===== config.mk =====
export PLATFORM = sky130hd
export DESIGN_NAME = dsram_port_arbiter
export DESIGN_NICKNAME = d
export VERILOG_FILES = /design/src/rtl/dsram_port_arbiter_pkg.sv /design/src/rtl/dsram_starve_counter.sv /design/src/rtl/dsram_port_arbiter.sv
export SDC_FILE = /design/constraint.sdc
export NUM_CORES = 1
export LEC_CHECK = 0
export ABC_AREA = 1
export CORE_AREA = 2 2 123 125
export CTS_CLUSTER_DIAMETER = 60
export DETAILED_ROUTE_END_ITERATION = 8
export DIE_AREA = 0 0 125 127
export PLACE_DENSITY_LB_ADDON = 0.12
export SLEW_MARGIN = 20
export SYNTH_ARGS = -nofsm -noshare
export SYNTH_HDL_FRONTEND = slang
export SYNTH_SLANG_ARGS = --single-unit

===== constraint.sdc =====
create_clock -name clk -period 2.3 [get_ports clk]
set_clock_uncertainty 0.05 [all_clocks]
set_input_delay 0.46 -clock clk [delete_from_list [all_inputs] [get_ports clk]]
set_output_delay 0.46 -clock clk [all_outputs]
set_load 0.02 [all_outputs]

===== src/rtl/dsram_port_arbiter_pkg.sv =====
// Shared definitions for the data-SRAM port arbiter and MEM-side logic.
//   MASTER0 / MASTER1 : master index encoding (used for read-owner tracking)
//   ADDR_W_DEF / DATA_W_DEF : default address / data widths
//   STARVE_CNT_W : width of the master-1 starvation counter (limit 1..15)
//   sram_req_t : SRAM request bundle at default widths (en, we, addr, wdata)
package dsram_port_arbiter_pkg;

  localparam logic MASTER0 = 1'b0;
  localparam logic MASTER1 = 1'b1;

  localparam int ADDR_W_DEF   = 32;
  localparam int DATA_W_DEF   = 32;
  localparam int STARVE_CNT_W = 4;

  typedef struct packed {
    logic                    en;
    logic [DATA_W_DEF/8-1:0] we;
    logic [ADDR_W_DEF-1:0]   addr;
    logic [DATA_W_DEF-1:0]   wdata;
  } sram_req_t;

endpackage


===== src/rtl/dsram_starve_counter.sv =====
// Starvation guard for master 1 of the data-SRAM port arbiter.
// Counts consecutive cycles in which master 1 requests but is not granted,
// saturating at STARVE_LIMIT; o_force1 asks the arbiter to hand master 1
// the port regardless of master 0.
// Ports:
//   clk, reset  : clock, synchronous active-high reset
//   i_m1_req    : master 1 request
//   i_m1_gnt    : master 1 granted this cycle
//   o_force1    : master 1 must be granted this cycle
//   o_cnt       : current counter value (debug visibility)
module dsram_starve_counter
  import dsram_port_arbiter_pkg::*;
#(
  parameter int STARVE_LIMIT = 4
) (
  input  logic                    clk,
  input  logic                    reset,
  input  logic                    i_m1_req,
  input  logic                    i_m1_gnt,
  output logic                    o_force1,
  output logic [STARVE_CNT_W-1:0] o_cnt
);

  localparam logic [STARVE_CNT_W-1:0] LIMIT = STARVE_CNT_W'(STARVE_LIMIT);

  logic [STARVE_CNT_W-1:0] r_cnt;

  // Any grant or any gap in the request restarts the denial window.
  always_ff @(posedge clk) begin
    if (reset || !i_m1_req || i_m1_gnt) begin
      r_cnt <= '0;
    end else if (r_cnt != LIMIT) begin
      r_cnt <= r_cnt + 1'b1;
    end
  end

  assign o_force1 = i_m1_req && (r_cnt == LIMIT);
  assign o_cnt    = r_cnt;

endmodule


===== src/rtl/dsram_port_arbiter.sv =====
// Arbiter sharing the single synchronous data-SRAM port between master 0
// (EXE-stage load/store) and master 1 (debug/DMA/refill).
// Fixed priority to master 0 with a starvation guard for master 1; read data
// (1-cycle latency) is routed back to whichever master issued the read.
// Handshake: a master holds req/we/addr/wdata stable until it sees gnt high
// in the same cycle; gnt means the access was issued to the SRAM that cycle.
// Reads return mX_rvalid exactly one cycle after the grant; writes return
// nothing. The arbiter never latches requests.
// Ports:
//   clk, reset                         : clock, synchronous active-high reset
//   m0_req/we/addr/wdata               : master 0 request (we == 0 -> read)
//   m0_gnt, m0_stall                   : master 0 grant, EXE-stage stall
//   m0_rvalid, m0_rdata                : master 0 read return
//   m1_req/we/addr/wdata               : master 1 request
//   m1_gnt, m1_rvalid, m1_rdata        : master 1 grant and read return
//   sram_en/we/addr/wdata, sram_rdata  : SRAM port
//   dbg_starve_cnt                     : starvation counter state
module dsram_port_arbiter
  import dsram_port_arbiter_pkg::*;
#(
  parameter int ADDR_W       = ADDR_W_DEF,
  parameter int DATA_W       = DATA_W_DEF,
  parameter int STARVE_LIMIT = 4
) (
  input  logic                    clk,
  input  logic                    reset,
  input  logic                    m0_req,
  input  logic [DATA_W/8-1:0]     m0_we,
  input  logic [ADDR_W-1:0]       m0_addr,
  input  logic [DATA_W-1:0]       m0_wdata,
  output logic                    m0_gnt,
  output logic                    m0_stall,
  output logic                    m0_rvalid,
  output logic [DATA_W-1:0]       m0_rdata,
  input  logic                    m1_req,
  input  logic [DATA_W/8-1:0]     m1_we,
  input  logic [ADDR_W-1:0]       m1_addr,
  input  logic [DATA_W-1:0]       m1_wdata,
  output logic                    m1_gnt,
  output logic                    m1_rvalid,
  output logic [DATA_W-1:0]       m1_rdata,
  output logic                    sram_en,
  output logic [DATA_W/8-1:0]     sram_we,
  output logic [ADDR_W-1:0]       sram_addr,
  output logic [DATA_W-1:0]       sram_wdata,
  input  logic [DATA_W-1:0]       sram_rdata,
  output logic [STARVE_CNT_W-1:0] dbg_starve_cnt
);

  localparam int BE_W = DATA_W / 8;

  typedef struct packed {
    logic              en;
    logic [BE_W-1:0]   we;
    logic [ADDR_W-1:0] addr;
    logic [DATA_W-1:0] wdata;
  } req_bundle_t;

  logic        w_force1;
  logic        w_m0_gnt;
  logic        w_m1_gnt;
  logic        w_rd_grant;
  req_bundle_t w_sram_req;
  logic        r_rd_pend;
  logic        r_rd_owner;

  dsram_starve_counter #(
    .STARVE_LIMIT(STARVE_LIMIT)
  ) u_starve (
    .clk      (clk),
    .reset    (reset),
    .i_m1_req (m1_req),
    .i_m1_gnt (w_m1_gnt),
    .o_force1 (w_force1),
    .o_cnt    (dbg_starve_cnt)
  );

  // Grants are suppressed while reset is high so nothing reaches the SRAM.
  // w_force1 already implies m1_req, so the two grants are exclusive.
  assign w_m0_gnt = !reset && m0_req && !w_force1;
  assign w_m1_gnt = !reset && m1_req && (!m0_req || w_force1);

  always_comb begin
    w_sram_req = '0;
    if (w_m0_gnt) begin
      w_sram_req.en    = 1'b1;
      w_sram_req.we    = m0_we;
      w_sram_req.addr  = m0_addr;
      w_sram_req.wdata = m0_wdata;
    end else if (w_m1_gnt) begin
      w_sram_req.en    = 1'b1;
      w_sram_req.we    = m1_we;
      w_sram_req.addr  = m1_addr;
      w_sram_req.wdata = m1_wdata;
    end
  end

  assign w_rd_grant = w_sram_req.en && (w_sram_req.we == '0);

  // Remember who issued a read so the next-cycle data goes to the right master.
  always_ff @(posedge clk) begin
    if (reset) begin
      r_rd_pend  <= 1'b0;
      r_rd_owner <= MASTER0;
    end else begin
      r_rd_pend <= w_rd_grant;
      if (w_sram_req.en) begin
        r_rd_owner <= w_m1_gnt ? MASTER1 : MASTER0;
      end
    end
  end

  assign m0_gnt     = w_m0_gnt;
  assign m1_gnt     = w_m1_gnt;
  assign m0_stall   = m0_req && !w_m0_gnt;
  assign m0_rvalid  = r_rd_pend && (r_rd_owner == MASTER0);
  assign m1_rvalid  = r_rd_pend && (r_rd_owner == MASTER1);
  assign m0_rdata   = sram_rdata;
  assign m1_rdata   = sram_rdata;
  assign sram_en    = w_sram_req.en;
  assign sram_we    = w_sram_req.we;
  assign sram_addr  = w_sram_req.addr;
  assign sram_wdata = w_sram_req.wdata;

endmodule


==> impl_metrics.toml, run 1 <==
[route]
num_vias = 2202
drc = 0
drt-initial-drc-count = 43
totalWireLength_mm = 9.900
firstDrtPassIters = 4
wl_per_cell_um = 17.46
viasPerCell = 3.884
detail-route-antenna-nets = 0

[power]
power_switching_uw = 347.8
power_density_nw_per_um2 = 286.3
leakagePower_uw = 0.001711
p_int_uw = 758.7
p_comb_frac = 0.638
ir_worst_vdd_uv = 169.1
p_sw_frac = 0.3144
p_clk_frac = 0.262
seqPwrFrac = 0.100

[final_layout]
layout_common_cells = "clkdlybuf4s50_1 (142), a22o_1 (63), buf_2 (34), buf_4 (23), buf_6 (19)"
fillers = 1576
syn_to_final_growth_pct = 145.0
final_cells = 567
regArea_sq_um = 122.6
layout-drive-gt1-share = 0.3342
multiInputGateArea_sq_um = 835.8
finalNetCount = 559
diodes = 0
final_common_cell = "clkdlybuf4s50_1"

[sta]
slew_headroom = 0.8335
hold_violations = 0
worst_pin_slew_ns = 0.2490
hold_slack_ns = 0.4702
period_share = 0.9791
setup_viol = 0
fmax_ghz = 0.4441
maxSlewViolCount = 0
fin_crit_ns = 2.252
rsz0062_at_grt = "true"
fin_ws_ns = 0.04809

[floorplan]
die_area_sq_um = 15880
ioPinCount = 314
core_sq_um = 14420
die_x_um = 125
num_rows = 44
dieHeight_um = 127
initial_utilization = 0.1094

[critical_path]
endpoint_kind = "output pin"
slowest_delay_ns = 0.32
path_max_fanout = 8
cp.arrival_ns = 1.74
path_cells = "inv_2 -> ha_4 -> nand4_4 -> nand2_4 -> nand2_4 -> clkinv_8 -> bufbuf_16 -> a22o_1 -> buf_2"
cp_num_buf_inv = 4
crit_type = "reg2out"
cp_top_family = "buffers and inverters"
cp-start-kind = "register"
cp_slowest_cell = "dfxtp_2"
worst_path_most_repeated_cell = "nand2_4"
cp.required_ns = 1.79

[placed_design]
dp_hpwl_mm = 7.073
placement.io_buffers = 217
place_inst = 546
dp_worst_setup_slack_ns = -0.6461
gp_congestion = 0.7586

[global_route]
overflow = 0
grt_usage = 0.1128
grt_pass1_vias = 2305
grt_max_degree = 35
antenna_found_initial = 0
grt_pass1_wl_mm = 13.89

[logic_synthesis]
synth.net_count = 376
avgSynthCellArea_sq_um = 7.811
synth_top_area_share = 0.3553
ys_seq_elements = 6
yosysSeqAreaShare = 0.07613
synth_top_area_cell = "a22o_1"
syn-instance-count = 202
synth_area_leaders = "a22o_1 (36%), buf_4 (30%), dfxtp_1 (7.6%)"
ys_warn_count = 0
netlist_area_sq_um = 1578
synth_cell_type_count = 21

[run_status]
status = "completed"

[cts]
cts_buffers = 3
cts.clk_slew.worst_paths_ns = 0.04
clock_path_buffers = 2
cts-root-buf = "clkbuf_16"
cts_num_sinks = 6
cts_tree = "done"
h-tree-depth = 1
clock_latency_ns = 0.23
cts_hold_buffers = 0

[flow_run]
cap_viol_max_count = 0

[worst_hold_path]
min_path_type = "reg2reg"
[worst paths after layout]
check	from	endpoint	slack [ns]	cells after the start
max	u_starve.o_cnt[0]$_SDFFE_PP0P_	sram_wdata[22]	0.05	9
max reg2reg	u_starve.o_cnt[0]$_SDFFE_PP0P_	r_rd_pend$_SDFF_PP0_	0.77	11
min reg2reg	r_rd_owner$_SDFFE_PP0P_	r_rd_owner$_SDFFE_PP0P_	0.47	2
min	r_rd_owner$_SDFFE_PP0P_	r_rd_owner$_SDFFE_PP0P_	0.47	2
[registers in the layout (all words and copies together) (netlist names)]
name,count
r_rd_owner,1
r_rd_pend,1
u_starve.o_cnt,4
[cells in the mapped netlist]
library cell / n
buf_2: 8
nand2_1: 11
buf_8: 5
nor2_1: 8
a22o_1: 64
buf_4: 64
ha_1: 2
dfxtp_1: 6
inv_1: 10
nand2_4: 1
nand4_1: 3
a211oi_2: 1
xnor2_1: 1
nand2_2: 2
nand4_4: 1
nand3_1: 7
nor2_2: 2
clkinv_2: 1
buf_6: 1
a21oi_1: 3
inv_2: 1
[power by group through the flow]
stage / Clock, uW / Combinational (uW) / Sequential (uW)
6_report: 290 / 706 / 110
3_5_place_dp: 0 / 676 / 112
5_1_grt: 300 / 748 / 111
2_1_floorplan: 0 / 397 / 113
3_3_place_gp: 0 / 680 / 111
4_1_cts: 293 / 690 / 110
[kinds of logic (layout without fill, tap and decap cells)]
| group | Yosys count | after routing | synth area share |
|---|---|---|---|
| adder cells (fa/ha/maj) | 2 | 2 | 0.01586 |
| XOR/XNOR | 1 | 1 | 0.005552 |
| buffers and inverters | 90 | 271 | 0.4140 |
| flip-flops | 6 | 6 | 0.07613 |
| AO/OA/AOI/OAI | 68 | 68 | 0.3727 |
| AND/OR/NAND/NOR | 35 | 35 | 0.1158 |
[layer usage]
metal	wire (um)	track usage
met1	3638	0.1219
met3	924	0.03224
met2	5061	0.2088
met4	274	0.04248
met5	0	0
[stage by stage]
stage | total power, uW | util | area, sq um | setup TNS [ns]
2_1_floorplan | 510.1 | - | 1578 | 0
3_3_place_gp | 791.5 | 0.2477 | 3573 | -38.22
3_5_place_dp | 787.9 | 0.2477 | 3573 | -39.42
4_1_cts | 1093 | 0.2618 | 3776 | -0.06017
5_1_grt | 1159 | 0.2680 | 3865 | -0.09844
6_report | 1106 | 0.2680 | 3865 | 0
[worst min-delay path: cells and delay by family (launching register included)]
family          cells  cell delay (ns)
flops               1             0.34
compound gates      1             0.07
simple gates        1             0.07
[final cells by class]
class                      count  area share
timing repair buffer         256      0.6562
multi-input combinational    106      0.2163
tap                          184     0.05957
sequential                     6     0.03173
clock buffer                   3     0.01942
inverter                      12     0.01683
[repair_timing]
item | CTS | global route
endpoints found under the setup margin | 72 | 47
setup buffers | 7 | 3
cloned | 7 | 1
gates resized for setup | 265 | 51
pin swaps | 5 | 5
(Power assumes the default switching activity.)
==> run 2: changes to the inputs <==
--- a/config.mk
+++ b/config.mk
@@ -10,7 +10,6 @@
 export CTS_CLUSTER_DIAMETER = 60
 export DETAILED_ROUTE_END_ITERATION = 8
 export DIE_AREA = 0 0 125 127
-export PLACE_DENSITY_LB_ADDON = 0.12
 export SLEW_MARGIN = 20
 export SYNTH_ARGS = -nofsm -noshare
 export SYNTH_HDL_FRONTEND = slang
==> run 2 against run 1 <==
Against the previous run:
- worst setup slack improved by 0.0029 ns
- count of clock-buffer cells in the layout did not move
- sequential cell count unchanged
- power fell by 2.0%
- register-to-register slack about the same
- final cell count is 0.35% lower
==> impl_metrics.toml, run 2 (synthesis gave the netlist of run 1 again) <==
[sta]
rsz0062_at_grt = "true"
maxSlewViolCount = 0
period_share = 0.9778
worst_pin_slew_ns = 0.2459
setup_viol = 0
slew_headroom = 0.8367
fin_crit_ns = 2.249
hold_violations = 0
fmax_ghz = 0.4446
hold_slack_ns = 0.4745

[route]
drc = 0
totalWireLength_mm = 9.368
wl_per_cell_um = 16.58
viasPerCell = 3.897
detail-route-antenna-nets = 0
drt-initial-drc-count = 46
num_vias = 2202
firstDrtPassIters = 4

[final_layout]
layout-drive-gt1-share = 0.2992
multiInputGateArea_sq_um = 858.3
syn_to_final_growth_pct = 137.5
fillers = 1566
layout_common_cells = "clkdlybuf4s50_1 (142), a22o_1 (61), buf_2 (29), buf_4 (29), clkbuf_2 (19)"
finalNetCount = 557
diodes = 0
largest_reg_flops = 4
regArea_sq_um = 122.6
postLayoutCoreUtil = 0.2598
final_cells = 565
final_common_cell = "clkdlybuf4s50_1"

[run_status]
status = "completed"

[cts]
clock_latency_ns = 0.23
cts-root-buf = "clkbuf_16"
cts_buffers = 3
clock_path_buffers = 2
cts_num_sinks = 6
h-tree-depth = 1
cts.clk_slew.worst_paths_ns = 0.04
cts_tree = "done"

[global_route]
grt_usage = 0.1068
antenna_found_initial = 0
grt_pass1_wl_mm = 13.09
grt_pass1_vias = 2327
grt_max_degree = 20
overflow = 0

[critical_path]
cp_slowest_cell = "dfxtp_2"
endpoint_kind = "output pin"
path_cells = "inv_2 -> ha_4 -> nand4_4 -> nand2_4 -> inv_8 -> bufbuf_16 -> a22o_1 -> buf_2"
crit_path_start = "u_starve.o_cnt[0]$_SDFFE_PP0P_"
cp-start-kind = "register"
cp.arrival_ns = 1.74
path_max_fanout = 18
cp.required_ns = 1.79
cp_top_family = "buffers and inverters"
worstReg2RegStart = "u_starve.o_cnt[0]$_SDFFE_PP0P_"
cp_num_buf_inv = 4
slowest_delay_ns = 0.31
crit_type = "reg2out"

[power]
leakagePower_uw = 0.001671
power_density_nw_per_um2 = 289.5
ir_worst_vdd_uv = 180.9

[floorplan]
dieHeight_um = 127
initial_utilization = 0.1094
num_rows = 44
die_x_um = 125
core_sq_um = 14420
ioPinCount = 314
die_area_sq_um = 15880

[worst_hold_path]
min_from = "r_rd_owner$_SDFFE_PP0P_"
min_path_type = "reg2reg"

[placed_design]
dp_hpwl_mm = 7.098
placement.io_buffers = 217
gp_congestion = 0.9746
place_inst = 550

[flow_run]
cap_viol_max_count = 0
run 2: changes by cell type in the layout (fill, tap and decap cells not counted), sizes merged:
cell / change
clkdlybuf4s15: +6
bufbuf: +1
buf: -18
dlygate4sd2: +3
inv: +1
clkbuf: +6
clkinv: -1
run 2: worst min-delay path, delay by kind of cell, from the launching register on:
family             cells  cell delay [ns]
AOI/OAI and AO/OA      1             0.07
DFF                    1             0.34
and+or+nand+nor        1             0.08
run 2: what timing repair did:
action,4_1_cts,5_1_grt
gates cloned,6,0
resized for setup,196,61
buffers inserted,4,2
hold buffers,0,0
endpoints found under the setup margin,72,68
pin swaps,5,4
run 2: report_power, final:
group / total, uW / internal [uW] / switching, uW
Clock: 285 / 223 / 61.5
Sequential: 111 / 108 / 2.52
Combinational: 689 / 407 / 282
Total: 1080 / 739 / 346
run 2: path summary, 6_finish.rpt:
check                                  to  slack, ns  cells after the start
setup / recovery           sram_wdata[16]       0.05                      8
hold / removal    r_rd_owner$_SDFFE_PP0P_       0.47                      2
setup reg to reg     r_rd_pend$_SDFF_PP0_       0.76                     11
hold reg to reg   r_rd_owner$_SDFFE_PP0P_       0.47                      2
run 2: cell type report:
| cell class | count | share of cell area |
|---|---|---|
| Timing Repair Buffer | 254 | 0.6407 |
| Multi-Input combinational cell | 106 | 0.2290 |
| Tap cell | 184 | 0.06144 |
| Sequential cell | 6 | 0.03272 |
| Clock buffer | 3 | 0.02003 |
| Inverter | 12 | 0.01603 |
run 2: layer usage:
metal / up-vias / track usage / routed length, um
li1: 1029 / - / -
met1: 977 / 0.1095 / 3357
met2: 175 / 0.2113 / 4957
met3: 21 / 0.03141 / 888
met4: 0 / 0.02614 / 165
met5: - / 0 / 0
run 2: through the flow:
stage                     setup WS (ns)  total power, uW  instance area (sq um)  setup TNS [ns]
final                           0.05098             1085                   3747               0
after global routing           -0.03308             1140                   3747         -0.3157
after CTS                      0.003242             1089                   3764               0
after detailed placement        -0.6590            800.9                   3606          -39.54
after global placement          -0.6159            795.6                   3606          -36.11
after floorplan                  0.1628            510.1                   1578               0
